### config.mk
export PLATFORM = sky130hd
export DESIGN_NAME = rmt_walk_ctrl
export DESIGN_NICKNAME = d
export VERILOG_FILES = /design/src/rtl/rmt_walk_ctrl_pkg.sv /design/src/rtl/rmt_onehot_dec.sv /design/src/rtl/rmt_walk_ctrl.sv
export SDC_FILE = /design/constraint.sdc
export NUM_CORES = 1
export LEC_CHECK = 0
export ABC_AREA = 0
export CORE_AREA = 2 2 161 163
export DETAILED_ROUTE_END_ITERATION = 7
export DIE_AREA = 0 0 163 165
export GPL_TIMING_DRIVEN = 1
export MAX_ROUTING_LAYER = met4
export PLACE_DENSITY = 0.46
export SLEW_MARGIN = 10
export SYNTH_ARGS = -nofsm -noshare
export SYNTH_HDL_FRONTEND = slang
export SYNTH_SLANG_ARGS = --single-unit
### constraint.sdc
create_clock -name clk -period 5.3 [get_ports clk]
set_input_delay 0.795 -clock clk [delete_from_list [all_inputs] [get_ports clk]]
set_output_delay 0.795 -clock clk [all_outputs]
set_load 0.03 [all_outputs]
### src/rtl/rmt_walk_ctrl_pkg.sv
// Shared definitions for the rename map table write-port controller:
// walker state encoding and the number of SRAM write ports.
package rmt_walk_ctrl_pkg;

    localparam int NUM_WR_PORTS = 4;

    typedef enum logic [1:0] {
        INIT    = 2'd0,
        IDLE    = 2'd1,
        RECOVER = 2'd2
    } walk_state_e;

endpackage

### src/rtl/rmt_onehot_dec.sv
// Index-to-one-hot write address decoder with enable. A disabled port drives
// an all-zero vector so the SRAM sees no wordline for it.
module rmt_onehot_dec #(
    parameter int INDEX = 6,
    parameter int DEPTH = 64
) (
    input  logic             en,
    input  logic [INDEX-1:0] idx,
    output logic [DEPTH-1:0] onehot
);

    // Compare against every row so indices beyond DEPTH simply select nothing
    always_comb begin
        onehot = {DEPTH{1'b0}};
        for (int j = 0; j < DEPTH; j++) begin
            onehot[j] = en && (idx == INDEX'(j));
        end
    end

endmodule

### src/rtl/rmt_walk_ctrl.sv
// Owns the four SRAM write ports of the rename map table: identity init after
// reset, AMT copy on recovery, and zero-latency rename passthrough when idle.
module rmt_walk_ctrl
    import rmt_walk_ctrl_pkg::*;
#(
    parameter int SRAM_DEPTH = 64,
    parameter int SRAM_INDEX = 6,
    parameter int SRAM_WIDTH = 8
) (
    input  logic                                 clk,
    input  logic                                 reset,
    input  logic                                 recover_i,
    input  logic [NUM_WR_PORTS-1:0]              rn_we_i,
    input  logic [NUM_WR_PORTS*SRAM_INDEX-1:0]   rn_addr_i,
    input  logic [NUM_WR_PORTS*SRAM_WIDTH-1:0]   rn_data_i,
    output logic [NUM_WR_PORTS*SRAM_INDEX-1:0]   amt_addr_o,
    input  logic [NUM_WR_PORTS*SRAM_WIDTH-1:0]   amt_data_i,
    output logic [NUM_WR_PORTS*SRAM_DEPTH-1:0]   decoded_addrwr_o,
    output logic [NUM_WR_PORTS*SRAM_WIDTH-1:0]   datawr_o,
    output logic [NUM_WR_PORTS-1:0]              we_o,
    output logic                                 stall_o,
    output logic                                 done_o
);

    localparam logic [SRAM_INDEX-1:0] LAST_PTR   = SRAM_INDEX'(SRAM_DEPTH - NUM_WR_PORTS);
    localparam logic [SRAM_INDEX-1:0] GROUP_STEP = SRAM_INDEX'(NUM_WR_PORTS);
    localparam logic [SRAM_INDEX-1:0] PTR_ZERO   = {SRAM_INDEX{1'b0}};

    walk_state_e                                  state_r;
    walk_state_e                                  state_s;
    logic [SRAM_INDEX-1:0]                        ptr_r;
    logic [SRAM_INDEX-1:0]                        ptr_s;
    logic                                         done_r;
    logic                                         done_s;
    logic                                         walking_s;
    logic [NUM_WR_PORTS-1:0][SRAM_INDEX-1:0]      walk_idx_s;
    logic [NUM_WR_PORTS-1:0][SRAM_INDEX-1:0]      dec_idx_s;
    logic [NUM_WR_PORTS-1:0]                      dec_en_s;
    logic [NUM_WR_PORTS-1:0][SRAM_WIDTH-1:0]      data_s;

    // Walker state, group pointer and completion pulse registers
    always_ff @(posedge clk) begin
        if (reset) begin
            state_r <= INIT;
            ptr_r   <= PTR_ZERO;
            done_r  <= 1'b0;
        end else begin
            state_r <= state_s;
            ptr_r   <= ptr_s;
            done_r  <= done_s;
        end
    end

    // Next-state logic; a recovery request during RECOVER (even on the last
    // group) restarts the copy and suppresses done, while INIT ignores it
    always_comb begin
        state_s = state_r;
        ptr_s   = ptr_r;
        done_s  = 1'b0;
        case (state_r)
            INIT: begin
                if (ptr_r == LAST_PTR) begin
                    state_s = IDLE;
                    ptr_s   = PTR_ZERO;
                    done_s  = 1'b1;
                end else begin
                    ptr_s = ptr_r + GROUP_STEP;
                end
            end
            RECOVER: begin
                if (recover_i) begin
                    ptr_s = PTR_ZERO;
                end else if (ptr_r == LAST_PTR) begin
                    state_s = IDLE;
                    ptr_s   = PTR_ZERO;
                    done_s  = 1'b1;
                end else begin
                    ptr_s = ptr_r + GROUP_STEP;
                end
            end
            IDLE: begin
                if (recover_i) begin
                    state_s = RECOVER;
                    ptr_s   = PTR_ZERO;
                end else begin
                    state_s = IDLE;
                end
            end
            default: begin
                state_s = INIT;
                ptr_s   = PTR_ZERO;
            end
        endcase
    end

    // Write-port mux: walker group while walking, rename requests when idle
    always_comb begin
        walking_s = (state_r != IDLE);
        for (int k = 0; k < NUM_WR_PORTS; k++) begin
            walk_idx_s[k] = ptr_r + SRAM_INDEX'(k);
            if (walking_s) begin
                dec_idx_s[k] = walk_idx_s[k];
                dec_en_s[k]  = 1'b1;
            end else begin
                dec_idx_s[k] = rn_addr_i[k*SRAM_INDEX +: SRAM_INDEX];
                dec_en_s[k]  = rn_we_i[k];
            end
            case (state_r)
                INIT:    data_s[k] = SRAM_WIDTH'(walk_idx_s[k]);
                RECOVER: data_s[k] = amt_data_i[k*SRAM_WIDTH +: SRAM_WIDTH];
                default: data_s[k] = rn_data_i[k*SRAM_WIDTH +: SRAM_WIDTH];
            endcase
        end
    end

    for (genvar g = 0; g < NUM_WR_PORTS; g++) begin : g_dec
        rmt_onehot_dec #(
            .INDEX (SRAM_INDEX),
            .DEPTH (SRAM_DEPTH)
        ) u_dec (
            .en     (dec_en_s[g]),
            .idx    (dec_idx_s[g]),
            .onehot (decoded_addrwr_o[g*SRAM_DEPTH +: SRAM_DEPTH])
        );
    end

    assign amt_addr_o = walk_idx_s;
    assign datawr_o   = data_s;
    assign we_o       = dec_en_s;
    assign stall_o    = walking_s;
    assign done_o     = done_r;

endmodule

==> summary.txt, run 1 <==
clock sink total = 9
ys flop type = dfxtp_1
Mapped Cells = 647
DRC = 0
FF-to-FF path depth = 6
Worst-path clk slew = 0.04 ns
worst-path cell chain = inv_1 > ha_1 > nand2b_1 > xnor2_2 > a32oi_2 > nor3_1 > clkdlybuf4s50_1
RSZ-0062 raised after global routing = false
top-area cell type share of the netlist area = 23.32%
TritonRoute pass-1 iters = 6
die area = 26900 sq um
Post-Layout Inst Area = 8207 sq um
final worst path period share = 84.54%
CP startpoint kind = flop
setup violators final = 0
TNS Setup = 0 ns
Final min period = 4.481 ns
Syn Std Cell Area = 3782 sq um
TritonCTS Buffers = 3
Crit Reg-Reg Startpoint = ptr_r[1]
layout cells sized above 1 = 5.790%
Post-DRT Antenna Nets = 0
slowest stage cell, crit path = clkdlybuf4s50_1
GR Util All Layers = 18.10%
Final Power = 0.0006566 W
CTS max path bufs = 2
crit path DAT = 3.69 ns
critical path endpoint category = primary output
clk_lat worst skew = 0.24 ns
Hold Crit Endpoint = ptr_r[2]
total setup buffers inserted after CTS = 0
post-CTS sizing = 0
Antenna diodes = 0
Fin Hold WS = 0.6172 ns
number of port buffers = 412
first-pass GRT wire length = 36.86 mm
FF+latch count, synth = 9
Via Count = 6125
Worst EP required = 4.51 ns
Hold Startpoint = ptr_r[2]
Worst R2R End = ptr_r[5]
hold buffers post-CTS = 0
Worst path max stage delay = 0.71 ns
HPWL Detailed = 20.39 mm
EDFF count, synth = 0
Worst VDD drop = 0.00009668 V
max cap viols = 0
Initial Util = 15.11%
Area growth, synth to finish = 117.0%
Slew @ Worst Pin = 1.055 ns
Static Leak = 2.618 nW
leading area contributor after synthesis = nor2_1
status = finished clean
Hold Crit Class = flop to flop
Syn Area/Cell = 5.846 sq um
final core occ = 32.78%
Final Hold Vio Count = 0
FMAX = 223.2 MHz
total grt overflow = 0
Die W = 163 microns
htree depth = 1
DR iter-0 viols = 397
Area contributors post-synth = nor2_1, mux2i_1, dfxtp_1
number of vias per cell = 4.540
placeable core area = 25040 sq um
Post-DP Area = 8128 sq um
most frequent cell after synthesis = nor2_1
vias in the first global route = 5845
PwrDens = 80.01 nW/um^2
num rows = 58
drt total wl = 25.82 mm
IO Pins = 413
reg2reg setup slack = 3.28 ns
TritonCTS clock tree = yes
worst setup path category = flop to primary output
WHS Path Cells = 2
Wirelength per Cell = 19.14 microns
die extent in y = 165 microns
post-synth cell types = 66
fin nets = 1121
worst-path fanout max = 16
clk_skew = 0.003402 ns
largest net degree at the start of global routing = 84
Slew HR = 29.31%
post-synthesis sequential area ratio = 4.763%
root buf cell = clkbuf_16
initial antenna violation count = 0
Slew Viols, Final = 0
gpl congestion = 0.7538
Syn. warnings = 0
syn nets = 748
FFs w/ async S/R, synth = 0%
top post-synthesis cells by count = nor2_1, nand2_1, nor3_1
==> worst max path at each step <==
stage	from	end	cells after the start	slack (ns)
3_5_place_dp	ptr_r[1]	decoded_addrwr_o[252]	7	1.10
3_3_place_gp	rn_addr_i[10]	decoded_addrwr_o[70]	6	1.15
5_1_grt	ptr_r[1]	decoded_addrwr_o[252]	8	0.55
2_1_floorplan	ptr_r[0]	decoded_addrwr_o[248]	8	1.34
6_report	ptr_r[1]	decoded_addrwr_o[252]	7	0.82
4_1_cts	ptr_r[1]	decoded_addrwr_o[252]	7	0.84
==> critical path, delay by kind of cell, from the launching register on <==
| family | cells | cell delay, ns |
|---|---|---|
| fa+ha+maj | 1 | 0.31 |
| xor+xnor | 1 | 0.41 |
| flops | 1 | 0.65 |
| compound gates | 1 | 0.51 |
| buf+inv | 2 | 1.04 |
| simple gates | 2 | 0.52 |
==> flip-flops by register name, indices dropped and copies added (netlist names) <==
name,count
done_o,1
ptr_r,6
state_r,2
==> logic make-up (layout without fill, tap and decap cells) <==
family	count (synthesis)	after routing	share of synthesized area, %
compound gates	114	114	23.35
xor+xnor	9	9	2.878
fa+ha+maj	6	6	1.985
buf+inv	75	447	10.25
flops	9	9	4.763
mux	26	26	7.145
simple gates	408	408	49.62
==> layer usage <==
metal  wire length, microns  vias up  GRT usage [%]
met5                      0        -              -
met4                    367        0          2.816
met3                   1615       26          2.612
met2                  12820      279          31.72
met1                  11020     2835          22.47
li1                       -     2985              -
==> area by class of cell <==
cell class	count	area (sq um)
fillers	2727	16830
repair buffers	428	4257
multi-input cells	563	3219
well taps	330	412.9
flip-flops and latches	9	182.7
clock buffers	4	78.83
inverters	15	56.30
==> report_power, final <==
group / switching, W / internal (W) / leakage [nW]
registers: 0.00000679 / 0.0000707 / 0.0742
clock network: 0.0000352 / 0.000101 / 0.0382
logic: 0.000260 / 0.000183 / 2.51
==> placed cells by master (no fill, tap or decap), drive strengths merged, types with 5 or more instances in the layout <==
master,n
ha,6
nand3,30
o31ai,13
mux2,5
o21ai,28
nor3,38
o211ai,21
xnor2,5
a21oi,9
nand3b,5
buf,16
nand2,48
mux2i,21
a22o,8
nand2b,10
inv,15
dfxtp,9
clkdlybuf4s50,412
nor2,235
nand4,6
or4bb,7
==> metrics by stage <==
| stage | cells | setup slack [ns] |
|---|---|---|
| final | 1349 | 0.8192 |
| after CTS | 1349 | 0.8446 |
| after detailed placement | 1345 | 1.099 |
| after floorplan | 647 | 1.340 |
| after global placement | 1345 | 1.150 |
| after global routing | 1349 | 0.5542 |
No activity file was read; power rests on OpenSTA's default activity.
==> run 2, diff against run 1 <==
- PLACE_DENSITY: 0.46 -> 0.47
- clock period: 5.3 -> 3.8 ns (I/O delays scaled with it)
==> run 2 against run 1 <==
Sequential cell count unchanged. Hold slack about the same. Setup slack worse by 0.58 ns. Power grew 38%. Non-clock buffer count rose by 9. Cell count increased by 0.67%. Utilization decreased by 1.7 points. Clock-buffer cell count is the same. Critical endpoint is now decoded_addrwr_o[173]. Highest routed layer unchanged.
==> summary.txt, run 2 (synthesis results as in run 1) <==
Post-DRT Antenna Nets = 0 (unchanged)
Via Count = 6074 (-0.83%)
crit path DAT = 2.99 ns (-0.70 ns)
Buf/Inv on CP = 1 (-1)
Crit Reg-Reg Startpoint = ptr_r[2]
PwrDens = 116.0 nW/um^2 (+45%)
IO Pins = 413 (unchanged)
reg2reg setup slack = 1.73 ns (-1.55 ns)
num rows = 58 (unchanged)
clock share of power = 20.9% (+0.2 points)
Worst VDD drop = 0.0001324 V (+37%)
Psw = 0.0004167 W (+38%)
Worst R2R End = ptr_r[5]
max FFs per register = 6 (unchanged)
FF-to-FF path depth = 5 (-1)
worst setup path category = flop to primary output
drt total wl = 25.08 mm (-2.9%)
RSZ-0062 raised after global routing = false
DRC = 0 (unchanged)
TritonCTS Buffers = 3 (unchanged)
# fillers = 2831 (+3.8%)
Hold Crit Class = flop to flop
most frequent cells in the layout = buf_4, nor2_1, clkdlybuf4s50_1
setup violators final = 0 (unchanged)
worst-path cell chain = ha_1 > xor2_1 > mux2_2 > nand3_1 > nor2_1 > buf_12
die area = 26900 sq um (unchanged)
htree depth = 1 (unchanged)
layout cells sized above 1 = 28.99% (+23 points)
sequential share of power = 11.8% (about the same)
number of vias per cell = 4.473 (-1.5%)
Slew @ Worst Pin = 1.111 ns (+0.05525 ns)
GR Util All Layers = 17.39% (-0.72 points)
Final Power = 0.0009029 W (+38%)
max cap viols = 0 (unchanged)
clk_lat worst skew = 0.24 ns (about the same)
Hold Startpoint = ptr_r[3]
hold buffers post-CTS = 0 (unchanged)
CTS max path bufs = 2 (unchanged)
FMAX = 281.2 MHz
Area growth, synth to finish = 105.8%
clock sink total = 9 (unchanged)
final worst path period share = 93.58%
TritonRoute pass-1 iters = 4 (-2)
delay-heaviest family, CP = XOR/XNOR gates
Die W = 163 microns (unchanged)
status = finished clean
DR iter-0 viols = 312 (-21%)
Wirelength per Cell = 18.47 microns (-3.5%)
gpl congestion = 0.7872 (+4.4%)
critical path endpoint category = primary output
Final Hold Vio Count = 0 (unchanged)
worst-path fanout max = 9 (-7)
root buf cell = clkbuf_16
HPWL Detailed = 19.97 mm (-2.1%)
Slew HR = 25.68% (-3.6 points)
Reg with most FFs = ptr_r
Antenna diodes = 0 (unchanged)
CP startpoint kind = flop
worst setup path startpoint = ptr_r[2]
largest net degree at the start of global routing = 56 (-33%)
Hold Crit Endpoint = ptr_r[3]
TritonCTS clock tree = yes
Static Leak = 3.135 nW (+20%)
clk_skew = 0.001489 ns (-0.001914 ns)
slowest stage cell, crit path = xor2_1
commonest non-fill, non-tap cell in the layout = buf_4
first-pass GRT wire length = 35.36 mm (-4.1%)
Worst EP required = 3.23 ns (-1.28 ns)
number of port buffers = 412 (unchanged)
Initial Util = 15.11% (unchanged)
total setup buffers inserted after CTS = 0 (unchanged)
Worst path max stage delay = 0.60 ns (-0.11 ns)
Worst-path clk slew = 0.04 ns (about the same)
Final min period = 3.556 ns
Pint = 0.0004862 W (+37%)
Slew Viols, Final = 0 (unchanged)
combinational share of power = 67.3% (-0.2 points)
vias in the first global route = 5618 (-3.9%)
TNS Setup = 0 ns (unchanged)
WHS Path Cells = 3 (+1)
initial antenna violation count = 0 (unchanged)
fin nets = 1130 (+0.80%)
die extent in y = 165 microns (unchanged)
placeable core area = 25040 sq um (unchanged)
total grt overflow = 0 (unchanged)
post-CTS sizing = 0 (unchanged)
Switching Share = 46.15% (+0.17 points)
[run 2: worst min-delay path, stage by stage (launching register included)]
cell	delay, ns
dfxtp_1	0.32
ha_1	0.13
a2bb2oi_1	0.06
nor2_1	0.07
[run 2: metrics by stage]
step	hold WS [ns]	utilization, %	cell area (sq um)	setup WS (ns)	cells
final	0.6168	31.09	7785	0.2441	1358
after global routing	0.6952	31.09	7785	0.002223	1358
after CTS	0.6193	31.05	7774	0.1118	1358
after detailed placement	0.6131	30.73	7695	0.3145	1354
after global placement	0.6044	30.73	7695	0.3166	1354
after floorplan	0.7060	-	3782	0.06474	647
[run 2: layer usage]
layer | routed length [microns] | global-route usage (%) | vias to the layer above
met5 | 0 | - | -
met4 | 157 | 1.368 | 0
met3 | 1617 | 2.436 | 15
met2 | 12610 | 30.37 | 231
met1 | 10700 | 22.20 | 2824
li1 | - | - | 3004
[run 2: worst max-delay path by stage]
stage | end | slack [ns] | cells after the start
2_1_floorplan | decoded_addrwr_o[248] | 0.06 | 8
3_3_place_gp | decoded_addrwr_o[40] | 0.32 | 6
3_5_place_dp | decoded_addrwr_o[40] | 0.31 | 6
4_1_cts | decoded_addrwr_o[173] | 0.11 | 6
5_1_grt | decoded_addrwr_o[173] | 0.002 | 6
6_report | decoded_addrwr_o[173] | 0.24 | 6
[run 2: power groups by stage]
stage | clock (W) | combinational [W] | sequential (W)
after global placement | 0 | 0.000611 | 0.000109
after floorplan | 0 | 0.000319 | 0.000113
after detailed placement | 0 | 0.000609 | 0.000109
after CTS | 0.000191 | 0.000612 | 0.000107
final | 0.000189 | 0.000607 | 0.000107
after global routing | 0.000201 | 0.000648 | 0.000108
[run 2: layout make-up]
class | count | area [sq um] | share of cell area [%]
clock buffer | 4 | 78.83 | 1.013
inverter | 15 | 56.30 | 0.7232
multi-input combinational | 563 | 3231 | 41.50
sequential | 9 | 182.7 | 2.347
tap | 330 | 412.9 | 5.304
timing repair buffer | 437 | 3824 | 49.12
==> run 3, diff against run 2 <==
- CORE_AREA: 2 2 161 163 -> 2 2 162 164
- DIE_AREA: 0 0 163 165 -> 0 0 164 166
- PLACE_DENSITY: 0.47 -> 0.45
- clock period: 3.8 -> 3.7 ns (I/O delays scaled with it)
==> run 3 against run 2 <==
Clock-buffer cell count unchanged. Global-route usage down 0.36 points. Utilization down 0.68 points. Critical endpoint is now decoded_addrwr_o[231]. Clock power about the same. First-iteration DRC count down 7.4%. Largest cell class unchanged.
==> summary.txt, run 3 (synthesis results as in run 1) <==
Post-DP Area = 7696 sq um (about the same)
Static Leak = 3.136 nW (about the same)
Pint = 0.0005035 W (+3.6%)
GRT Max-Usage Layer = met2
vias in the first global route = 5875 (+4.6%)
CP startpoint kind = input pin
FF-to-FF path depth = 7 (+2)
worst-path cell chain = clkdlybuf4s50_1 > or4bb_1 > o21ai_0 > o211ai_1 > nor2_1 > clkdlybuf4s50_1
Hold Startpoint = ptr_r[1]
clk_skew = 0.004393 ns (+0.002904 ns)
delay-heaviest family, CP = buffers and inverters
Worst R2R End = ptr_r[5]
Final min period = 3.472 ns
TritonCTS Buffers = 3 (unchanged)
clock sink total = 9 (unchanged)
clock share of power = 20.8% (about the same)
met2 Use GR = 30.11% (-0.27 points)
Worst path max stage delay = 0.68 ns (+0.08 ns)
DRC = 0 (unchanged)
Initial Util = 14.77% (-0.34 points)
cell mode on critical path = clkdlybuf4s50_1
first-pass GRT wire length = 35.42 mm (+0.18%)
status = finished clean
worst setup path category = input pin to primary output
Buf/Inv on CP = 2 (+1)
layout cells sized above 1 = 28.46% (-0.53 points)
Crit Reg-Reg Startpoint = ptr_r[2]
max FFs per register = 6 (unchanged)
crit path DAT = 2.92 ns (-0.07 ns)
GR Util All Layers = 17.02% (-0.36 points)
final worst path period share = 93.84%
max cap viols = 0 (unchanged)
Via Count = 6060 (-0.23%)
WHS Path Cells = 2 (-1)
Final Hold Vio Count = 0 (unchanged)
M1 GR Usage = 21.26% (-0.93 points)
CTS max path bufs = 2 (unchanged)
Worst EP required = 3.14 ns (-0.09 ns)
Die W = 164 microns (+0.61%)
slowest stage cell, crit path = clkdlybuf4s50_1
reg2reg setup slack = 1.68 ns (-0.05 ns)
die area = 27220 sq um (+1.2%)
Wirelength per Cell = 17.84 microns (-3.4%)
most frequent cells in the layout = buf_4, nor2_1, clkdlybuf4s50_1
Switching Share = 45.58% (-0.57 points)
largest net degree at the start of global routing = 53 (-5.4%)
Hold Crit Endpoint = ptr_r[1]
num rows = 59 (+1.7%)
Reg with most FFs = ptr_r
Slew Viols, Final = 0 (unchanged)
# fillers = 2831 (unchanged)
total grt overflow = 0 (unchanged)
commonest non-fill, non-tap cell in the layout = buf_4
fin nets = 1135 (+0.44%)
DR iter-0 viols = 289 (-7.4%)
clk_lat worst skew = 0.24 ns (about the same)
worst-path fanout max = 4 (-5)
Area growth, synth to finish = 106.0% (about the same)
critical path endpoint category = primary output
IO Pins = 413 (unchanged)
worst setup path startpoint = rn_addr_i[20]
number of port buffers = 412 (unchanged)
M3 GR Usage = 1.698% (-0.74 points)
TritonCTS clock tree = yes
root buf cell = clkbuf_16
Post-Layout Inst Area = 7790 sq um (about the same)
HPWL Detailed = 19.89 mm (-0.38%)
Slew HR = 24.12% (-1.6 points)
initial antenna violation count = 1 (+1)
die extent in y = 166 microns (+0.61%)
gpl congestion = 0.8344 (+6.0%)
number of vias per cell = 4.427 (-1.0%)
Worst VDD drop = 0.0001040 V (-21%)
combinational share of power = 67.7% (+0.4 points)
Slew @ Worst Pin = 1.134 ns (+0.02324 ns)
TritonRoute pass-1 iters = 4 (unchanged)
setup violators final = 0 (unchanged)
sequential share of power = 11.6% (-0.2 points)
placeable core area = 25620 sq um (+2.3%)
Hold Crit Class = flop to flop
RSZ-0062 raised after global routing = false
worst slack, placed = 0.2455 ns (-0.06903 ns)
Psw = 0.0004217 W (+1.2%)
Worst-path clk slew = 0.04 ns (about the same)
PwrDens = 118.8 nW/um^2 (+2.4%)
setup ws final = 0.2278 ns (-0.01631 ns)
Post-DRT Antenna Nets = 0 (unchanged)
FMAX = 288.0 MHz
drt total wl = 24.42 mm (-2.6%)
htree depth = 1 (unchanged)
run 3: worst min-delay path: stages (launching register included):
cell and delay [ns]:
dfxtp_1 0.35, inv_1 0.17, nor3_1 0.08
run 3: area by class of cell:
cell class,count,area (sq um),area share (%)
multi-input cells,563,3224,41.39
repair buffers,442,3826,49.12
diodes,1,2.502,0.03212
inverters,15,56.30,0.7228
flip-flops and latches,9,182.7,2.345
well taps,335,419.2,5.381
clock buffers,4,78.83,1.012
run 3: power by group through the flow:
stage	sequential [W]	clock (W)	combinational, W
2_1_floorplan	0.000116	0	0.000328
3_3_place_gp	0.000109	0	0.000632
3_5_place_dp	0.000109	0	0.000629
4_1_cts	0.000107	0.000195	0.000632
5_1_grt	0.000108	0.000204	0.000668
6_report	0.000107	0.000192	0.000626
run 3: worst max path at each step:
| stage | endpoint | slack (ns) | cells after the start |
|---|---|---|---|
| final | decoded_addrwr_o[231] | 0.23 | 6 |
| after global routing | decoded_addrwr_o[231] | 0.06 | 6 |
| after CTS | decoded_addrwr_o[230] | 0.16 | 7 |
| after detailed placement | decoded_addrwr_o[231] | 0.25 | 6 |
| after global placement | decoded_addrwr_o[231] | 0.24 | 6 |
| after floorplan | decoded_addrwr_o[248] | -0.02 | 8 |
run 3: metrics by stage:
stage | hold slack [ns] | setup TNS (ns) | total power (W) | util (%) | std cells
after global routing | 0.7111 | 0 | 0.0009798 | 30.41 | 1369
after detailed placement | 0.6403 | 0 | 0.0007382 | 30.04 | 1363
after global placement | 0.6038 | 0 | 0.0007410 | 30.04 | 1363
after floorplan | 0.6910 | -0.04053 | 0.0004440 | - | 647
after CTS | 0.6482 | 0 | 0.0009346 | 30.35 | 1367
final | 0.6614 | 0 | 0.0009253 | 30.41 | 1369
run 3: per-layer routing:
layer	part of all wire [%]	vias to the layer above
li1	-	3021
met1	44	2791
met2	50	230
met5	0	-
met4	1.3	0
met3	5.5	18
run 3: repair_timing:
item | CTS | global route
endpoints found under the setup margin | 0 | 25
hold buffers | 0 | 0
buffers inserted | 0 | 1
gates resized for setup | 0 | 2
